## src/rtl/uart_tx_fifo_mm.sv

```systemverilog
// Avalon-MM transmit FIFO slave feeding uart_txd over a valid/ready handshake.
// Firmware queues bytes via TXDATA and can inspect STATUS/COUNT and control flush/enable via CTRL.
module uart_tx_fifo_mm #(
  parameter int DEPTH = 16
) (
  input  logic       clk_i,
  input  logic       rst_n_i,
  input  logic [3:0] avs_address_i,
  input  logic       avs_read_i,
  input  logic       avs_write_i,
  input  logic [7:0] avs_writedata_i,
  output logic [7:0] avs_readdata_o,
  output logic       valid_o,
  output logic [7:0] data_o,
  input  logic       ready_i
);

  localparam int AW = (DEPTH > 1) ? $clog2(DEPTH) : 1;
  localparam int CW = AW + 1;
  localparam logic [CW-1:0] DEPTH_C = CW'(DEPTH);
  localparam logic [CW-1:0] CNT_ONE = CW'(1);
  localparam logic [AW-1:0] PTR_ONE = AW'(1);

  localparam logic [3:0] ADDR_TXDATA = 4'h0;
  localparam logic [3:0] ADDR_STATUS = 4'h1;
  localparam logic [3:0] ADDR_COUNT  = 4'h2;
  localparam logic [3:0] ADDR_CTRL   = 4'h3;

  logic [7:0]    mem [DEPTH];
  logic [AW-1:0] wr_ptr;
  logic [AW-1:0] rd_ptr;
  logic [CW-1:0] count;
  logic          overflow;
  logic          tx_enable;

  logic          empty;
  logic          full;
  logic          pop;
  logic          wr_txdata;
  logic          wr_ctrl;
  logic          flush;
  logic          ovf_clear;
  logic          push;
  logic          ovf_set;
  logic [AW-1:0] wr_ptr_next;
  logic [AW-1:0] rd_ptr_next;
  logic [CW-1:0] count_next;
  logic          overflow_next;
  logic          tx_enable_next;
  logic [7:0]    rd_value;

  assign empty   = (count == {CW{1'b0}});
  assign full    = (count == DEPTH_C);
  assign valid_o = !empty && tx_enable;
  assign data_o  = empty ? 8'h00 : mem[rd_ptr];
  assign pop     = valid_o && ready_i;

  // Decode bus writes into push, flush and overflow events.
  always_comb begin
    wr_txdata = avs_write_i && (avs_address_i == ADDR_TXDATA);
    wr_ctrl   = avs_write_i && (avs_address_i == ADDR_CTRL);
    flush     = wr_ctrl && avs_writedata_i[0];
    ovf_clear = wr_ctrl && avs_writedata_i[1];
    // A pop in the same cycle frees the slot a full FIFO would otherwise lack.
    push      = wr_txdata && (!full || pop) && !flush;
    ovf_set   = wr_txdata && full && !pop && !flush;
  end

  // Next-state computation for pointers, occupancy and control flags.
  always_comb begin
    wr_ptr_next    = wr_ptr;
    rd_ptr_next    = rd_ptr;
    count_next     = count;
    overflow_next  = overflow;
    tx_enable_next = tx_enable;
    if (flush) begin
      wr_ptr_next = {AW{1'b0}};
      rd_ptr_next = {AW{1'b0}};
      count_next  = {CW{1'b0}};
    end else begin
      if (push) begin
        wr_ptr_next = wr_ptr + PTR_ONE;
      end else begin
        wr_ptr_next = wr_ptr;
      end
      if (pop) begin
        rd_ptr_next = rd_ptr + PTR_ONE;
      end else begin
        rd_ptr_next = rd_ptr;
      end
      case ({push, pop})
        2'b10:   count_next = count + CNT_ONE;
        2'b01:   count_next = count - CNT_ONE;
        default: count_next = count;
      endcase
    end
    if (ovf_set) begin
      overflow_next = 1'b1;
    end else if (ovf_clear) begin
      overflow_next = 1'b0;
    end else begin
      overflow_next = overflow;
    end
    if (wr_ctrl) begin
      tx_enable_next = avs_writedata_i[2];
    end else begin
      tx_enable_next = tx_enable;
    end
  end

  // Register read mux over pre-update state.
  always_comb begin
    rd_value = 8'h00;
    case (avs_address_i)
      ADDR_TXDATA: rd_value = 8'h00;
      ADDR_STATUS: rd_value = {4'b0000, !ready_i, overflow, full, empty};
      ADDR_COUNT:  rd_value = 8'(count);
      ADDR_CTRL:   rd_value = {5'b00000, tx_enable, 2'b00};
      default:     rd_value = 8'h00;
    endcase
  end

  // Control/status state and registered read data.
  always_ff @(posedge clk_i) begin
    if (!rst_n_i) begin
      wr_ptr         <= {AW{1'b0}};
      rd_ptr         <= {AW{1'b0}};
      count          <= {CW{1'b0}};
      overflow       <= 1'b0;
      tx_enable      <= 1'b1;
      avs_readdata_o <= 8'h00;
    end else begin
      wr_ptr    <= wr_ptr_next;
      rd_ptr    <= rd_ptr_next;
      count     <= count_next;
      overflow  <= overflow_next;
      tx_enable <= tx_enable_next;
      if (avs_read_i) begin
        avs_readdata_o <= rd_value;
      end else begin
        avs_readdata_o <= avs_readdata_o;
      end
    end
  end

  // Storage array; contents are only observable through a valid count, so no reset.
  always_ff @(posedge clk_i) begin
    if (rst_n_i && push) begin
      mem[wr_ptr] <= avs_writedata_i;
    end
  end

endmodule

```

## config.mk

```make
export PLATFORM = sky130hd
export DESIGN_NAME = uart_tx_fifo_mm
export DESIGN_NICKNAME = d
export VERILOG_FILES = /design/src/rtl/uart_tx_fifo_mm.sv
export SDC_FILE = /design/constraint.sdc
export NUM_CORES = 1
export LEC_CHECK = 0
export ABC_AREA = 1
export CELL_PAD_IN_SITES_DETAIL_PLACEMENT = 1
export CELL_PAD_IN_SITES_GLOBAL_PLACEMENT = 1
export CORE_MARGIN = 2
export CORE_UTILIZATION = 47
export DETAILED_ROUTE_END_ITERATION = 7
export PLACE_DENSITY = 0.84
export SYNTH_ARGS = -nofsm -noshare
export SYNTH_HDL_FRONTEND = slang
export SYNTH_SLANG_ARGS = --single-unit
```

## constraint.sdc

```tcl
create_clock -name clk_i -period 2.4 [get_ports clk_i]
set_input_delay 0.48 -clock clk_i [delete_from_list [all_inputs] [get_ports clk_i]]
set_output_delay 0.48 -clock clk_i [all_outputs]
set_load 0.05 [all_outputs]
```

Yosys cells after proc, flatten, opt, wreduce, memory -nomap -nowiden
Memories as Yosys holds them, arrays and structs flattened. A register that Yosys moved wholly into a read port is not among the register bits. Index checks and enable logic that the tools add are counted.

Register bits after elaboration: 23. Bits in writable memories: 128. Input bits: 17. Word-level logic and storage cells: 50. Memories: 1.

Add/sub/neg operators: 4. Eq/ne operators: 6. Multiplexer cells: 9. Bitwise operators: 1. Reductions and logical operators: 23.

Memory list: mem (depth 16, width 8, rd ports 1, clocked after memory_dff 1, wr ports 1, line 29) `logic [7:0] mem [DEPTH];`.

Operators with widths (number): $pmux W5 S3 (1); $logic_and A1 B1 Y1 (12); $pmux W5 S2 (1); $add A4 B1 Y4 const B (2); $eq A4 B2 Y1 const B (2); $mux W4 (2); $mux W8 (1); $add A5 B1 Y5 const B (1); $eq A5 B5 Y1 const B (1); $logic_not A1 Y1 (5); $logic_not A5 Y1 (1); $sub A5 B1 Y5 const B (1); $eq A4 B1 Y1 const B (1); $logic_not A4 Y1 (1); $mux W1 (4); $reduce_bool A2 Y1 (2); $eq A2 B1 Y1 const B (1); $eq A2 B2 Y1 const B (1); $reduce_or A2 Y1 (1); $logic_or A1 B1 Y1 (1); $not A1 Y1 (1).

Depth between registers and ports, before layout
Depth in word-level cells: 10. Gate-level depth with buffers: 18. Mapped depth without buffers: 17.

Worst setup path before layout
OpenSTA, ideal clock, no wires.

Path kind: in2reg. Start point: in avs_address_i[3]. End point: reg count[4]. Arrival time: 2.194 ns. Required time: 2.330 ns. Path slack: 0.137 ns. Stages on the path: 16. Cell sequence: nor2_4 inv_2 nor4_4 nand2_4 ha_1 clkbuf_2 xor2_1 ha_1 inv_1 nand2_1 nand3_1 nand2_1 nand2_1 nand2_1 nand2_1 a21oi_1.

Longest elaborated chain between the ends: 7.

Ends and longest elaborated chain: start, declared (line 8) `input logic [3:0] avs_address_i,`; $eq A4 B2 Y1 (line 61) `wr_ctrl = avs_write_i && (avs_address_i == ADDR_CTRL);`; $logic_and A1 B1 Y1 (line 61); $logic_and A1 B1 Y1 (line 62) `flush = wr_ctrl && avs_writedata_i[0];`; $logic_not A1 Y1 (line 65) `push = wr_txdata && (!full || pop) && !flush;`; $logic_and A1 B1 Y1 (line 65); $eq A2 B1 Y1 or $eq A2 B2 Y1 (tied branches) (line 91) `case ({push, pop})`; $pmux W5 S2 or $reduce_bool A2 Y1 (tied branches); end signal, assigned (line 128) `count <= {CW{1'b0}};`; end signal, assigned (line 135) `count <= count_next;`; end, declared (line 32) `logic [CW-1:0] count;`.

Several ways; a longest one is shown, not always the timed one. A chain may end at the register's enable or synchronous reset.

==> metrics.md <==
| Metric | Value |
|---|---|
| CTS clock-pin slew for the worst setup and hold paths | 0.06 ns |
| I/O pin total | 34 |
| # hold bufs at CTS | 0 |
| Reg2reg path depth | 16 |
| DR WL met2 | 13300 um |
| Core area | 13700 sq um |
| Die Area | 14900 sq um |
| Commonest non-fill, non-tap cell in the layout | nand2_1 |
| Kind of critical path | reg2out |
| Vias/cell | 6.23 |
| Metal-1 WL | 9490 um |
| Vias in the first global route | 5467 |
| Initial antenna violation count | 0 |
| Synth-to-Final Area Change | 34.4% |
| Routed wire length | 27000 um |
| Syn Inst Count | 631 |
| HPWL after DPL | 12200 um |
| Power Density | 1010 nW/um^2 |
| Uppermost routed layer | met4 |
| Clock Skew | 0.00979 ns |
| Post-layout util | 64.0% |
| Initial DRT Pass Iterations | 5 |
| Antenna cell count | 0 |
| Design Area, Final | 8780 sq um |
| DR WL/cell | 29.7 um |
| Hold EP | avs_readdata_o[0] |
| Die width | 122 um |
| Part of the power in registers | 33.7% |
| Hold path start | avs_readdata_o[0] |
| PnR Total Power | 8.84 mW |
| Post-Syn Area | 6540 sq um |
| Final Net Count | 742 |
| Internal | 5.64 mW |
| First-pass GRT wire length | 31100 um |
| Sw frac | 36.3% |
| Clock share of power | 28.1% |
| Comb pwr share | 38.3% |
| Hold_ws | 0.475 ns |
| Crit end category | primary output |
| R2r setup slk | 0.22 ns |
| Setup violators final | 8 |
| Leak pwr | 3.34 nW |
| Sequential-to-total area share from yosys stat | 66.2% |
| CTS tree | built |
| Max Cap Viol | 0 |
| Remaining Overflow, GRT | 0 |
| Commonest non-fill, non-tap cells in the layout | 175 x nand2_1, 128 x edfxtp_1, 56 x nand3_2 |
| Inserted Clock Buffers | 17 |
| CP Launch Type | register |
| Period Utilization, post-route | 110% |
| Share of cells above drive strength 1 | 29.4% |
| Max frequency | 380 MHz |
| H-tree lvl count | 4 |
| Net Sw Power | 3.21 mW |
| Gr usage total | 28.6% |
| Buffers added on ports | 30 |
| Crit Reg-Reg Startpoint | count[0] |
| Synth Register Bits | 152 |
| Failing checks | setup timing |
| Met3 wire length | 2540 um |
| Worst Max-Slew Pin Slew | 1.03 ns |
| Starting density of the core | 47.6% |
| Die Span Y | 122 um |
| Post-route ant nets | 0 |
| Max_slew headroom | 31.3% |
| Synth warn | 0 |
| Worst VDD drop | 669 uV |
| CP arrival | 2.15 ns |
| Via count | 5666 |
| Final Hold Fails | 0 |
| Largest net degree at the start of global routing | 33 |
| Post-route DRC | 0 |
| RSZ-0062 raised after global routing | true |
| Initial DRC count | 758 |
| Min-Delay Path Depth | 2 |
| Sink Count | 152 |
| Insertion delay to the later sink of the worst-skew pair | 0.43 ns |
| Distinct cell type count after synthesis | 29 |
| CTS max path bufs | 2 |
| Mean Syn Cell Area | 10.4 sq um |
| Status | complete, but fails checks |
| Root buf cell | clkbuf_16 |
| Crit Path Max Fanout | 8 |
| Req. time, crit path | 1.92 ns |
| Post-DP Area | 7360 sq um |
| Rows | 43 |
| Final Slew Violations | 0 |
| Class of the tightest hold or removal check | reg2reg |
| RePlAce Congestion | 0.862 |
| Final worst-path setup slack | -0.234 ns |
| R2R Path End | count[4] |
| Tmin final | 2.63 ns |
-- timing repair --
item,4_1_cts,5_1_grt
endpoints found under the hold margin,0,0
buffers inserted,3,5
setup endpoints to repair,8,9
resized for setup,28,108
gates cloned,3,8
pin swaps,6,29
-- critical path: stages, from the launching register on --
cell and delay [ns]:
dfxtp_4 0.37, buf_12 0.15, clkinv_16 0.08, clkbuf_16 0.18
nand2_1 0.09, nand3_1 0.14, nand3_2 0.13, nand2_1 0.14
nand2_2 0.10, a21oi_4 0.18, buf_12 0.15
-- routing by layer --
metal | GRT usage (%) | vias up
li1 | - | 2309
met1 | 32.8 | 2803
met2 | 51.0 | 429
met3 | 5.62 | 125
met4 | 14.2 | 0
met5 | 0 | -
-- state kept, by name, indices dropped and copies added (netlist names), named ones only --
signal,cells
wr_ptr,4
overflow,1
rd_ptr,4
avs_readdata_o,5
tx_enable,1
mem,128
count,5
-- area by class of cell --
type / count / area [sq um]
fill: 1369 / 4930
sequential: 152 / 4330
multi-input combinational: 415 / 2410
timing repair buffer: 94 / 1140
clock buffer: 24 / 452
tap: 180 / 225
inverter: 37 / 174
clock inverter: 7 / 53.8
-- stage by stage --
step	std cells	setup slack [ns]	TNS, ns
after detailed placement	859	-0.288	-6.61
after CTS	896	-0.0112	-0.0119
after floorplan	633	0.137	0
after global routing	909	-0.252	-1.70
after global placement	859	-0.224	-0.558
final	909	-0.234	-1.34
-- synthesized netlist by cell type --
cell type / instances / area share [%]
a211oi_1: 1 / 0.11
a21oi_1: 25 / 1.9
buf_1: 1 / 0.057
buf_2: 14 / 1.1
buf_4: 3 / 0.34
clkbuf_1: 10 / 0.57
clkbuf_2: 1 / 0.077
conb_1: 1 / 0.057
dfxtp_1: 24 / 7.4
edfxtp_1: 128 / 59
ha_1: 8 / 1.5
inv_1: 32 / 1.8
inv_2: 4 / 0.23
inv_6: 1 / 0.13
nand2_1: 214 / 12
nand2_4: 1 / 0.17
nand3_1: 107 / 8.2
nand3_2: 3 / 0.46
nand3_4: 1 / 0.27
nand4_1: 3 / 0.29
nor2_1: 26 / 1.5
nor2_4: 2 / 0.34
nor3_2: 1 / 0.15
nor4_4: 1 / 0.33
o211ai_1: 1 / 0.11
o21ai_0: 10 / 0.77
o21ai_1: 1 / 0.077
xnor2_1: 1 / 0.13
xor2_1: 6 / 0.80
-- worst max path at each step --
stage,slack [ns],end,depth (start not counted)
finish,-0.23,data_o[6],10
global route,-0.25,data_o[6],10
floorplan,0.14,count[4],16
detailed placement,-0.29,count[4],16
CTS,-0.01,data_o[6],9
global placement,-0.22,count[4],16
-- power groups by stage --
| stage | combinational (mW) | clock (mW) | sequential [mW] |
|---|---|---|---|
| after global routing | 3.51 | 2.57 | 2.98 |
| after detailed placement | 2.28 | 0 | 3.03 |
| after global placement | 2.19 | 0 | 3.03 |
| after floorplan | 1.31 | 0 | 3.01 |
| final | 3.38 | 2.48 | 2.98 |
| after CTS | 2.62 | 2.39 | 2.98 |
-- cell families after synthesis --
logic type               Yosys count  synth area share [%]
adder cells (fa/ha/maj)            8                  1.53
AND/OR/NAND/NOR                  359                  24.0
other                              1                0.0574
buffers and inverters             66                  4.33
XOR/XNOR                           7                 0.938
AO/OA/AOI/OAI                     38                  2.99
flip-flops                       152                  66.2
Note: power is estimated with default switching activity, not from simulation.
